==> src/rtl/mc_main_ctrl.sv <==
// ---------------------------------------------------------------------------
// mc_main_ctrl
// Multi-cycle main control FSM for the MIPS-subset CPU. Sequences each
// instruction through fetch/decode/execute/memory/writeback states over a
// shared ALU and a unified instruction/data memory, and stalls in the memory
// states until mem_ready_i.
//
// Ports:
//   clk_i, rst_i          clock (rising edge), async active-low reset
//   instr_op_i            opcode from IR[31:26]
//   zero_i                ALU zero flag (branch resolved in datapath)
//   mem_ready_i           memory access complete this cycle
//   pc_write_o .. alu_op_o  datapath control (Moore, from state)
//   state_o               current state, for debug
//   illegal_o             pulse in ID on an unsupported opcode
//   timeout_o             pulse when a memory wait hits MEM_WAIT_MAX
//
// Optional feature macro MC_PERF_CNT_EN: adds cyc_cnt_o / instr_cnt_o
// performance counters.
// ---------------------------------------------------------------------------
module mc_main_ctrl #(
    parameter int unsigned ST_W         = 4,
    parameter int unsigned MEM_WAIT_MAX = 15
) (
    input  logic            clk_i,
    input  logic            rst_i,
    input  logic [5:0]      instr_op_i,
    input  logic            zero_i,
    input  logic            mem_ready_i,
    output logic            pc_write_o,
    output logic            pc_write_cond_o,
    output logic            branch_ne_o,
    output logic [1:0]      pc_src_o,
    output logic            iord_o,
    output logic            mem_read_o,
    output logic            mem_write_o,
    output logic            ir_write_o,
    output logic            reg_write_o,
    output logic [1:0]      reg_dst_o,
    output logic [1:0]      mem_to_reg_o,
    output logic            alu_src_a_o,
    output logic [1:0]      alu_src_b_o,
    output logic [3:0]      alu_op_o,
    output logic [ST_W-1:0] state_o,
    output logic            illegal_o,
    output logic            timeout_o
`ifdef MC_PERF_CNT_EN
    ,
    output logic [31:0]     cyc_cnt_o,
    output logic [31:0]     instr_cnt_o
`endif
);

    localparam logic [ST_W-1:0] S_IDLE = ST_W'(0);
    localparam logic [ST_W-1:0] S_IF   = ST_W'(1);
    localparam logic [ST_W-1:0] S_ID   = ST_W'(2);
    localparam logic [ST_W-1:0] S_EX   = ST_W'(3);
    localparam logic [ST_W-1:0] S_WB   = ST_W'(4);
    localparam logic [ST_W-1:0] S_ADDR = ST_W'(5);
    localparam logic [ST_W-1:0] S_MRD  = ST_W'(6);
    localparam logic [ST_W-1:0] S_MWB  = ST_W'(7);
    localparam logic [ST_W-1:0] S_MWR  = ST_W'(8);
    localparam logic [ST_W-1:0] S_BR   = ST_W'(9);
    localparam logic [ST_W-1:0] S_JMP  = ST_W'(10);

    localparam logic [5:0] OP_R    = 6'h00;
    localparam logic [5:0] OP_J    = 6'h02;
    localparam logic [5:0] OP_JAL  = 6'h03;
    localparam logic [5:0] OP_BEQ  = 6'h04;
    localparam logic [5:0] OP_BNE  = 6'h05;
    localparam logic [5:0] OP_ADDI = 6'h08;
    localparam logic [5:0] OP_SLTI = 6'h0A;
    localparam logic [5:0] OP_ORI  = 6'h0D;
    localparam logic [5:0] OP_LUI  = 6'h0F;
    localparam logic [5:0] OP_LW   = 6'h23;
    localparam logic [5:0] OP_SW   = 6'h2B;

    // Counter only needs to hold 0..MEM_WAIT_MAX-1 before it wraps to 0.
    localparam int unsigned         WCNT_W    = (MEM_WAIT_MAX > 1) ? $clog2(MEM_WAIT_MAX) : 1;
    localparam bit                  TO_EN     = (MEM_WAIT_MAX != 0);
    localparam logic [WCNT_W-1:0]   WAIT_LAST = TO_EN ? WCNT_W'(MEM_WAIT_MAX - 1) : '0;

    logic [ST_W-1:0]   state, state_nxt;
    logic [WCNT_W-1:0] wait_cnt, wait_cnt_nxt;
    logic              wait_st;

    // Branch condition is resolved in the datapath from pc_write_cond/branch_ne.
    logic unused_zero;
    assign unused_zero = zero_i;

    // State register
    always_ff @(posedge clk_i or negedge rst_i) begin
        if (!rst_i) state <= S_IDLE;
        else        state <= state_nxt;
    end

    // Memory wait counter
    always_ff @(posedge clk_i or negedge rst_i) begin
        if (!rst_i) wait_cnt <= '0;
        else        wait_cnt <= wait_cnt_nxt;
    end

    assign wait_st = (state == S_IF) || (state == S_MRD) || (state == S_MWR);

    // Timeout fires on the wait cycle that would make the count reach the limit.
    always_comb begin
        timeout_o    = 1'b0;
        wait_cnt_nxt = '0;
        if (TO_EN && wait_st && !mem_ready_i && (wait_cnt == WAIT_LAST)) begin
            timeout_o = 1'b1;
        end
        if (wait_st && !mem_ready_i && !timeout_o && (state_nxt == state)) begin
            wait_cnt_nxt = wait_cnt + WCNT_W'(1);
        end
    end

    // Next-state and Moore output decode
    always_comb begin
        state_nxt       = state;
        pc_write_o      = 1'b0;
        pc_write_cond_o = 1'b0;
        branch_ne_o     = 1'b0;
        pc_src_o        = 2'd0;
        iord_o          = 1'b0;
        mem_read_o      = 1'b0;
        mem_write_o     = 1'b0;
        ir_write_o      = 1'b0;
        reg_write_o     = 1'b0;
        reg_dst_o       = 2'd0;
        mem_to_reg_o    = 2'd0;
        alu_src_a_o     = 1'b0;
        alu_src_b_o     = 2'd0;
        alu_op_o        = 4'd0;
        illegal_o       = 1'b0;

        case (state)
            S_IDLE: state_nxt = S_IF;
            S_IF: begin
                mem_read_o  = 1'b1;
                alu_src_b_o = 2'd1;
                alu_op_o    = 4'd15;
                if (mem_ready_i) begin
                    ir_write_o = 1'b1;
                    pc_write_o = 1'b1;
                    state_nxt  = S_ID;
                end
            end
            S_ID: begin
                alu_src_b_o = 2'd3;
                alu_op_o    = 4'd15;
                case (instr_op_i)
                    OP_R, OP_ADDI, OP_SLTI, OP_LUI, OP_ORI: state_nxt = S_EX;
                    OP_LW, OP_SW:                           state_nxt = S_ADDR;
                    OP_BEQ, OP_BNE:                         state_nxt = S_BR;
                    OP_J, OP_JAL:                           state_nxt = S_JMP;
                    default: begin
                        illegal_o = 1'b1;
                        state_nxt = S_IF;
                    end
                endcase
            end
            S_EX: begin
                alu_src_a_o = 1'b1;
                alu_src_b_o = (instr_op_i == OP_R) ? 2'd0 : 2'd2;
                case (instr_op_i)
                    OP_ADDI: alu_op_o = 4'd1;
                    OP_SLTI: alu_op_o = 4'd2;
                    OP_LUI:  alu_op_o = 4'd4;
                    OP_ORI:  alu_op_o = 4'd5;
                    default: alu_op_o = 4'd0;
                endcase
                state_nxt = S_WB;
            end
            S_WB: begin
                reg_write_o = 1'b1;
                reg_dst_o   = (instr_op_i == OP_R) ? 2'd1 : 2'd0;
                state_nxt   = S_IF;
            end
            S_ADDR: begin
                alu_src_a_o = 1'b1;
                alu_src_b_o = 2'd2;
                alu_op_o    = (instr_op_i == OP_LW) ? 4'd7 : 4'd8;
                state_nxt   = (instr_op_i == OP_LW) ? S_MRD : S_MWR;
            end
            S_MRD: begin
                mem_read_o = 1'b1;
                iord_o     = 1'b1;
                if (mem_ready_i) state_nxt = S_MWB;
            end
            S_MWB: begin
                reg_write_o  = 1'b1;
                mem_to_reg_o = 2'd1;
                state_nxt    = S_IF;
            end
            S_MWR: begin
                mem_write_o = 1'b1;
                iord_o      = 1'b1;
                if (mem_ready_i) state_nxt = S_IF;
            end
            S_BR: begin
                alu_src_a_o     = 1'b1;
                alu_op_o        = (instr_op_i == OP_BNE) ? 4'd6 : 4'd3;
                pc_write_cond_o = 1'b1;
                pc_src_o        = 2'd1;
                branch_ne_o     = (instr_op_i == OP_BNE);
                state_nxt       = S_IF;
            end
            S_JMP: begin
                pc_write_o = 1'b1;
                pc_src_o   = 2'd2;
                // JAL links the already-incremented PC into $31
                if (instr_op_i == OP_JAL) begin
                    reg_write_o  = 1'b1;
                    reg_dst_o    = 2'd2;
                    mem_to_reg_o = 2'd2;
                end
                state_nxt = S_IF;
            end
            default: state_nxt = S_IDLE;
        endcase
    end

    assign state_o = state;

`ifdef MC_PERF_CNT_EN
    logic retire_c;

    // An instruction retires when control returns to IF from a closing state.
    assign retire_c = (state_nxt == S_IF) &&
                      ((state == S_WB) || (state == S_MWB) || (state == S_MWR) ||
                       (state == S_BR) || (state == S_JMP) || (state == S_ID));

    // Performance counters
    always_ff @(posedge clk_i or negedge rst_i) begin
        if (!rst_i) begin
            cyc_cnt_o   <= '0;
            instr_cnt_o <= '0;
        end else begin
            if (state != S_IDLE) cyc_cnt_o   <= cyc_cnt_o + 32'd1;
            if (retire_c)        instr_cnt_o <= instr_cnt_o + 32'd1;
        end
    end
`endif

endmodule

==> config.mk <==
export PLATFORM = sky130hd
export DESIGN_NAME = mc_main_ctrl
export DESIGN_NICKNAME = d
export VERILOG_FILES = /design/src/rtl/mc_main_ctrl.sv
export SDC_FILE = /design/constraint.sdc
export NUM_CORES = 1
export LEC_CHECK = 0
export ABC_AREA = 1
export CAP_MARGIN = 20
export CORE_MARGIN = 2
export CORE_UTILIZATION = 41
export CTS_CLUSTER_SIZE = 20
export DETAILED_ROUTE_END_ITERATION = 10
export GPL_ROUTABILITY_DRIVEN = 0
export PLACE_DENSITY = 0.87
export SETUP_SLACK_MARGIN = 0.05
export SYNTH_ARGS = -nofsm -noshare
export SYNTH_HDL_FRONTEND = slang
export SYNTH_SLANG_ARGS = --single-unit
export TNS_END_PERCENT = 1
==> constraint.sdc <==
create_clock -name clk_i -period 1.34 [get_ports clk_i]
set_input_delay 0.201 -clock clk_i [delete_from_list [all_inputs] [get_ports clk_i]]
set_output_delay 0.201 -clock clk_i [all_outputs]
set_load 0.005 [all_outputs]
==> impl_metrics.json, run 1 <==
{
  "cts_buffers": 3,
  "place_hpwl_microns": 2310,
  "synth_flop_cell": "dfrtp_1",
  "synth_common_cells": "nand2_1 (27), nor2_1 (19), nand3_1 (18)",
  "synth_area_leader_cell": "dfrtp_1",
  "error": "[ERROR DPL-0038] Utilization greater than 100%, impossible to legalize",
  "boundaryPins": 37,
  "die_x_microns": 48.6,
  "worstEndpointType": "top-level output",
  "synth.cell_area_sq_um": 815,
  "ys_types": 23,
  "die_h_microns": 48.6,
  "stop_stage": "global routing (5_1_grt)",
  "synth_edf_count": 0,
  "worstEndpointGrtRepair": "alu_op_o[1]",
  "place_inst": 222,
  "status": "stopped before the end",
  "grt_max_degree": 9,
  "yosysMostFrequentCell": "nand2_1",
  "yosysTopAreaCellShare_pct": 24.6,
  "seq_area_frac_synth_pct": 24.6,
  "synth_nets": 139,
  "yosysWarnings": 0,
  "cts-htree-levels": 1,
  "hold_buffers": 0,
  "ys_seq_elements": 8,
  "synth.area.top_cells": "dfrtp_1 (25%), nand2_1 (12%), nand3_1 (11%)",
  "postSynthAreaPerCell_sq_um": 6.41,
  "clk_path_buf_depth": 2,
  "io_buffers": 35,
  "start_util_pct": 42.4,
  "clock-sinks": 8,
  "syn_inst": 127,
  "floorplan.rows": 16,
  "clockRootBuffer": "clkbuf_4",
  "async_flop_share_pct": 100
}
## repair_timing
action	CTS
pin swaps	30
endpoints found under the setup margin	30
buffers inserted	25
gates resized for setup	145
## kinds of logic after synthesis
| kind of cell | synth area share [%] |
|---|---|
| xor gates and xnor gates | 2.15 |
| AOI/OAI and AO/OA | 3.23 |
| and+or+nand+nor | 56.4 |
| buffers and inverters | 10.6 |
| adders and majority gates | 3.07 |
| DFF | 24.6 |
## stage by stage
stage	hold slack, ps	worst slack, ps	instance area (sq um)	utilization, %
2_1_floorplan	-94.6	50.2	818	-
3_3_place_gp	489	-668	1450	75.3
3_5_place_dp	498	-716	1450	75.3
4_1_cts	224	-354	1750	91.0
==> run 2, diff against run 1 <==
--- a/config.mk
+++ b/config.mk
@@ -7,13 +7,11 @@
 export LEC_CHECK = 0
 export ABC_AREA = 1
 export CAP_MARGIN = 20
-export CORE_MARGIN = 2
-export CORE_UTILIZATION = 41
-export CTS_CLUSTER_SIZE = 20
+export CORE_AREA = 2 2 63 65
 export DETAILED_ROUTE_END_ITERATION = 10
+export DIE_AREA = 0 0 65 67
 export GPL_ROUTABILITY_DRIVEN = 0
-export PLACE_DENSITY = 0.87
-export SETUP_SLACK_MARGIN = 0.05
+export PLACE_DENSITY_LB_ADDON = 0.15
 export SYNTH_ARGS = -nofsm -noshare
 export SYNTH_HDL_FRONTEND = slang
 export SYNTH_SLANG_ARGS = --single-unit
==> run 2 against run 1 <==
  * The flow now finishes, with violations (negative setup slack)
  * Synthesized cell count stayed put
  * Area after synthesis stayed put
==> impl_metrics.json, run 2 <==
{
  "fmax_mhz": 605,
  "synth_common_cells": "nand2_1 (27), nor2_1 (19), nand3_1 (18)",
  "grt_max_degree": 9,
  "cts-htree-levels": 1,
  "hold_buffers": 0,
  "tightestPinTransition_ps": 378,
  "synth_edf_count": 0,
  "drive_above_1_share_pct": 60.2,
  "start_kind": "register",
  "peakVddDrop_v": 0.000477,
  "die_x_microns": 65,
  "finalClockSkew_ps": 0.258,
  "worstPathMaxFanout": 5,
  "floorplan.rows": 22,
  "clock-sinks": 8,
  "clk_path_buf_depth": 2,
  "grt_pass1_vias": 1118,
  "rsz0062_at_grt": "true",
  "mostFrequentLayoutCells": "buf_4 (44), nand2_1 (23), buf_6 (18), buf_2 (17), nand3_1 (14)",
  "grtUsageTotal_pct": 14.4,
  "setup_slack_ps": -312,
  "slew_headroom_pct": 74.7,
  "core_area_sq_um": 3610,
  "worstSkewPairLatency_ps": 220,
  "postSynthAreaPerCell_sq_um": 6.41,
  "synth_area_leader_cell": "dfrtp_1",
  "drcViolationCount": 0,
  "clkTransAtPathRegs_ps": 40,
  "syn_inst": 127,
  "maxSlewViolCount": 0,
  "cts_buffers": 3,
  "route.vias.total": 1192,
  "wl_per_cell_microns": 11.5,
  "arrival_ps": 1450,
  "die_h_microns": 67,
  "path_cells": "buf_4 > nor2_4 > nand2_4 > buf_6 > nand3_2 > nand2_1 > nor2_1 > buf_2",
  "boundaryPins": 37,
  "seq_area_frac_synth_pct": 24.6,
  "ys_seq_elements": 8,
  "ys_types": 23,
  "final_common_cell": "buf_4",
  "first_iter_violations": 31,
  "power_density_nw_per_um2": 1850,
  "postRouteAntennaNets": 0,
  "utilization_pct": 49.4,
  "min_path_type": "input pin to async pin",
  "antenna_found_initial": 0,
  "post-route-min-period_ps": 1650,
  "synth_nets": 139,
  "dp_slack_ps": -698,
  "hold_viol": 0,
  "grt_pass1_wl_microns": 4860,
  "vias_per_cell": 4.43,
  "grt-ovfl-total": 0,
  "syn2layout_area_growth_pct": 119,
  "start_util_pct": 22.6,
  "status": "complete, but fails checks",
  "yosysMostFrequentCell": "nand2_1",
  "crit_path_max_incr_delay_ps": 440,
  "violations": "negative setup slack",
  "fin_nets": 235,
  "yosysTopAreaCellShare_pct": 24.6,
  "synth.area.top_cells": "dfrtp_1 (25%), nand2_1 (12%), nand3_1 (11%)",
  "cellLeakagePower_nw": 1.03,
  "tritoncts": "done",
  "crit_type": "register to primary output",
  "crit_required_ps": 1140,
  "async_flop_share_pct": 100,
  "end_kind": "primary output",
  "diodes": 0,
  "clockRootBuffer": "clkbuf_8",
  "finalWirelength_microns": 3090,
  "die_area_sq_um": 4360,
  "io_buffers": 35,
  "finalCritPeriodShare_pct": 123,
  "setup_violations": 28,
  "slowest_stage": "dfrtp_2",
  "place_hpwl_microns": 2170,
  "yosysWarnings": 0,
  "drt_pass1_iterations": 4,
  "synth_flop_cell": "dfrtp_1",
  "synth.cell_area_sq_um": 815,
  "maxCapViolCount": 0
}
==> run 2: cell type report <==
class / count / area, sq um
Fill cell: 358 / 1830
Multi-Input combinational cell: 98 / 654
Clock buffer: 3 / 41.3
Inverter: 19 / 78.8
Tap cell: 48 / 60.1
Sequential cell: 8 / 204
Timing Repair Buffer: 93 / 742
==> run 2: repair_timing <==
| item | CTS | global route |
|---|---|---|
| buffers inserted | 20 | 6 |
| gates resized for setup | 138 | 14 |
| pin swaps | 24 | 10 |
| cloned | 0 | 0 |
| endpoints found under the setup margin | 28 | 30 |
==> run 2: where the power goes <==
group | internal [mW] | total [mW] | switching [mW]
Sequential | 0.317 | 0.410 | 0.0929
Combinational | 1.44 | 2.61 | 1.17
Clock | 0.194 | 0.280 | 0.0864
==> run 2: final timing paths <==
check,start,to,slack [ps],depth (start not counted)
max reg2reg,state_o[3]$_DFF_PN0_,wait_cnt[3]$_DFF_PN0_,-310,12
min,rst_i,wait_cnt[2]$_DFF_PN0_,270,1
min reg2reg,wait_cnt[0]$_DFF_PN0_,wait_cnt[0]$_DFF_PN0_,540,2
min in group clk_i,wait_cnt[0]$_DFF_PN0_,wait_cnt[0]$_DFF_PN0_,540,2
max in group asynchronous,rst_i,state_o[1]$_DFF_PN0_,780,1
max,state_o[1]$_DFF_PN0_,timeout_o,-310,8
==> run 2: stage by stage <==
stage,instances,setup TNS [ps],total power [mW],instance area (sq um),hold WS [ps]
after floorplan,127,0,1.20,815,-94.6
after global placement,240,-11600,2.31,1450,497
after detailed placement,240,-11640,2.32,1450,504
after CTS,263,-6430,3.13,1730,264
after global routing,269,-8150,3.54,1780,295
final,269,-6320,3.30,1780,266
==> run 2: metal layers <==
layer / routed length [microns] / global-route usage, % / up-vias
li1: - / - / 587
met1: 1320 / 17.3 / 578
met4: 40 / 3.19 / 0
met3: 69 / 0.507 / 4
met5: 0 / 0 / -
met2: 1660 / 28.1 / 23
==> run 2: critical path: cells and delay by family (launching register included) <==
family        cells  cell delay, ps
flops             1             440
simple gates      5             420
buf+inv           3             370
==> run 2: cell families after synthesis <==
kind of cell	synth area share (%)
flops	24.6
simple gates	56.4
fa+ha+maj	3.07
compound gates	3.23
buf+inv	10.6
xor+xnor	2.15
No activity file was read; power rests on OpenSTA's default activity.
==> run 3, diff against run 2 <==
==> constraint.sdc (replaced) <==
create_clock -name clk_i -period 1.69 [get_ports clk_i]
set_input_delay 0.2535 -clock clk_i [delete_from_list [all_inputs] [get_ports clk_i]]
set_output_delay 0.2535 -clock clk_i [all_outputs]
set_load 0.005 [all_outputs]
==> run 3 against run 2 <==
  * The flow still finishes with violations (negative setup slack)
  * Hold slack better by 31 ps
  * Sequential share of layout area increased by 1.2 points
  * Final cell count decreased by 5.9%
  * Via count fell by 9.5%
  * Register-to-register slack better by 630 ps
  * Non-clock buffer count fell by 16
  * Largest cell class unchanged
==> impl_metrics.json, run 3 (synthesis results as in run 2) <==
{
  "core_area_sq_um": 3610,
  "mostFrequentLayoutCells": "buf_4 (39), nand2_1 (24), nand3_1 (16), dlygate4sd2_1 (15), nor2_1 (13)",
  "die_h_microns": 67,
  "diodes": 0,
  "clkTransAtPathRegs_ps": 40,
  "vias_per_cell": 4.26,
  "syn2layout_area_growth_pct": 99.5,
  "fmax_mhz": 549,
  "io_buffers": 35,
  "floorplan.rows": 22,
  "grtUsageMet1_pct": 15.2,
  "status": "complete, but fails checks",
  "grt_pass1_wl_microns": 4510,
  "wl_per_cell_microns": 11.1,
  "postRouteAntennaNets": 0,
  "clk_path_buf_depth": 2,
  "fin_nets": 219,
  "cellLeakagePower_nw": 0.929,
  "die_x_microns": 65,
  "maxSlewViolCount": 0,
  "power_density_nw_per_um2": 1420,
  "violations": "negative setup slack",
  "finalWirelength_microns": 2810,
  "first_iter_violations": 31,
  "clock-sinks": 8,
  "post-route-min-period_ps": 1820,
  "postLayoutCellArea_sq_um": 1630,
  "start_kind": "register",
  "final_common_cell": "buf_4",
  "r2r_slack_ps": 320,
  "worstPathMaxFanout": 5,
  "finalClockSkew_ps": 3.91,
  "antenna_found_initial": 0,
  "peakVddDrop_v": 0.000329,
  "crit_type": "register to primary output",
  "arrival_ps": 1570,
  "start_util_pct": 22.6,
  "finalCritPeriodShare_pct": 108,
  "min_path_type": "input pin to async pin",
  "grt_busiest_layer": "met2",
  "placedInstanceArea_sq_um": 1440,
  "drcViolationCount": 0,
  "grt-ovfl-total": 0,
  "crit_required_ps": 1440,
  "grt_pass1_vias": 1058,
  "fill_cells": 377,
  "hold_viol": 0,
  "end_kind": "primary output",
  "tightestPinTransition_ps": 347,
  "maxCapViolCount": 0,
  "cts_buffers": 3,
  "setup_slack_ps": -130,
  "multi_input_area_sq_um": 614,
  "die_area_sq_um": 4360,
  "drt_pass1_iterations": 4,
  "tns_ps": -617,
  "gr-usage-met2_pct": 25.6,
  "grt_max_degree": 9,
  "grtUsageTotal_pct": 13.4,
  "clockRootBuffer": "clkbuf_8",
  "rsz0062_at_grt": "true",
  "layout.area.seq_sq_um": 205,
  "slew_headroom_pct": 76.8,
  "setup_violations": 9,
  "cts-htree-levels": 1,
  "route.vias.total": 1079,
  "tritoncts": "done",
  "boundaryPins": 37,
  "drive_above_1_share_pct": 48.8,
  "place_hpwl_microns": 2180,
  "use_met3_pct": 1.18,
  "worstSkewPairLatency_ps": 230
}
[run 3: layout make-up]
cell class / count / area share (%)
inverters: 19 / 5.00
multi-input cells: 98 / 37.8
well taps: 48 / 3.70
clock buffers: 3 / 2.54
repair buffers: 77 / 38.3
flip-flops and latches: 8 / 12.6
[run 3: worst paths after layout]
path                                       start                     to  cells after the start
max                         state_o[1]$_DFF_PN0_            alu_op_o[0]                      7
min                                        rst_i  wait_cnt[2]$_DFF_PN0_                      1
max reg2reg                 state_o[1]$_DFF_PN0_   state_o[0]$_DFF_PN0_                      8
min reg2reg                wait_cnt[0]$_DFF_PN0_  wait_cnt[0]$_DFF_PN0_                      1
max in group asynchronous                  rst_i   state_o[0]$_DFF_PN0_                      1
min in group clk_i         wait_cnt[0]$_DFF_PN0_  wait_cnt[0]$_DFF_PN0_                      1
[run 3: repair_timing]
action	4_1_cts	5_1_grt
pin swaps	11	5
setup endpoints to repair	23	22
setup buffers	8	4
hold buffers	0	0
resized for setup	70	21
[run 3: power by group]
part / internal (mW) / switching, mW / total, mW
registers: 0.254 / 0.100 / 0.354
clock network: 0.154 / 0.0727 / 0.227
logic: 0.931 / 0.793 / 1.72
[run 3: worst max-delay path: stages, from the launching register on]
cell	delay [ps]
dfrtp_2	460
nor2_4	200
buf_6	130
nand2_2	50
nor2_1	170
nor2_4	50
nand3_1	60
dlygate4sd2_1	230
[run 3: metrics by stage]
step           utilization [%]  cells  total power [mW]  hold slack [ps]  worst slack [ps]
2_1_floorplan                -    127             0.949            -42.1               325
3_5_place_dp              39.8    238              1.83              483              -449
3_3_place_gp              39.8    238              1.82              478              -456
4_1_cts                   43.5    249              2.17              313              -227
6_report                  45.1    253              2.30              297              -130
5_1_grt                   45.1    253              2.47              331              -210
[run 3: routing by layer]
layer	up-vias	routed length, microns
met4	0	51
met1	495	1200
met2	19	1490
met3	8	66
li1	557	-
met5	-	0
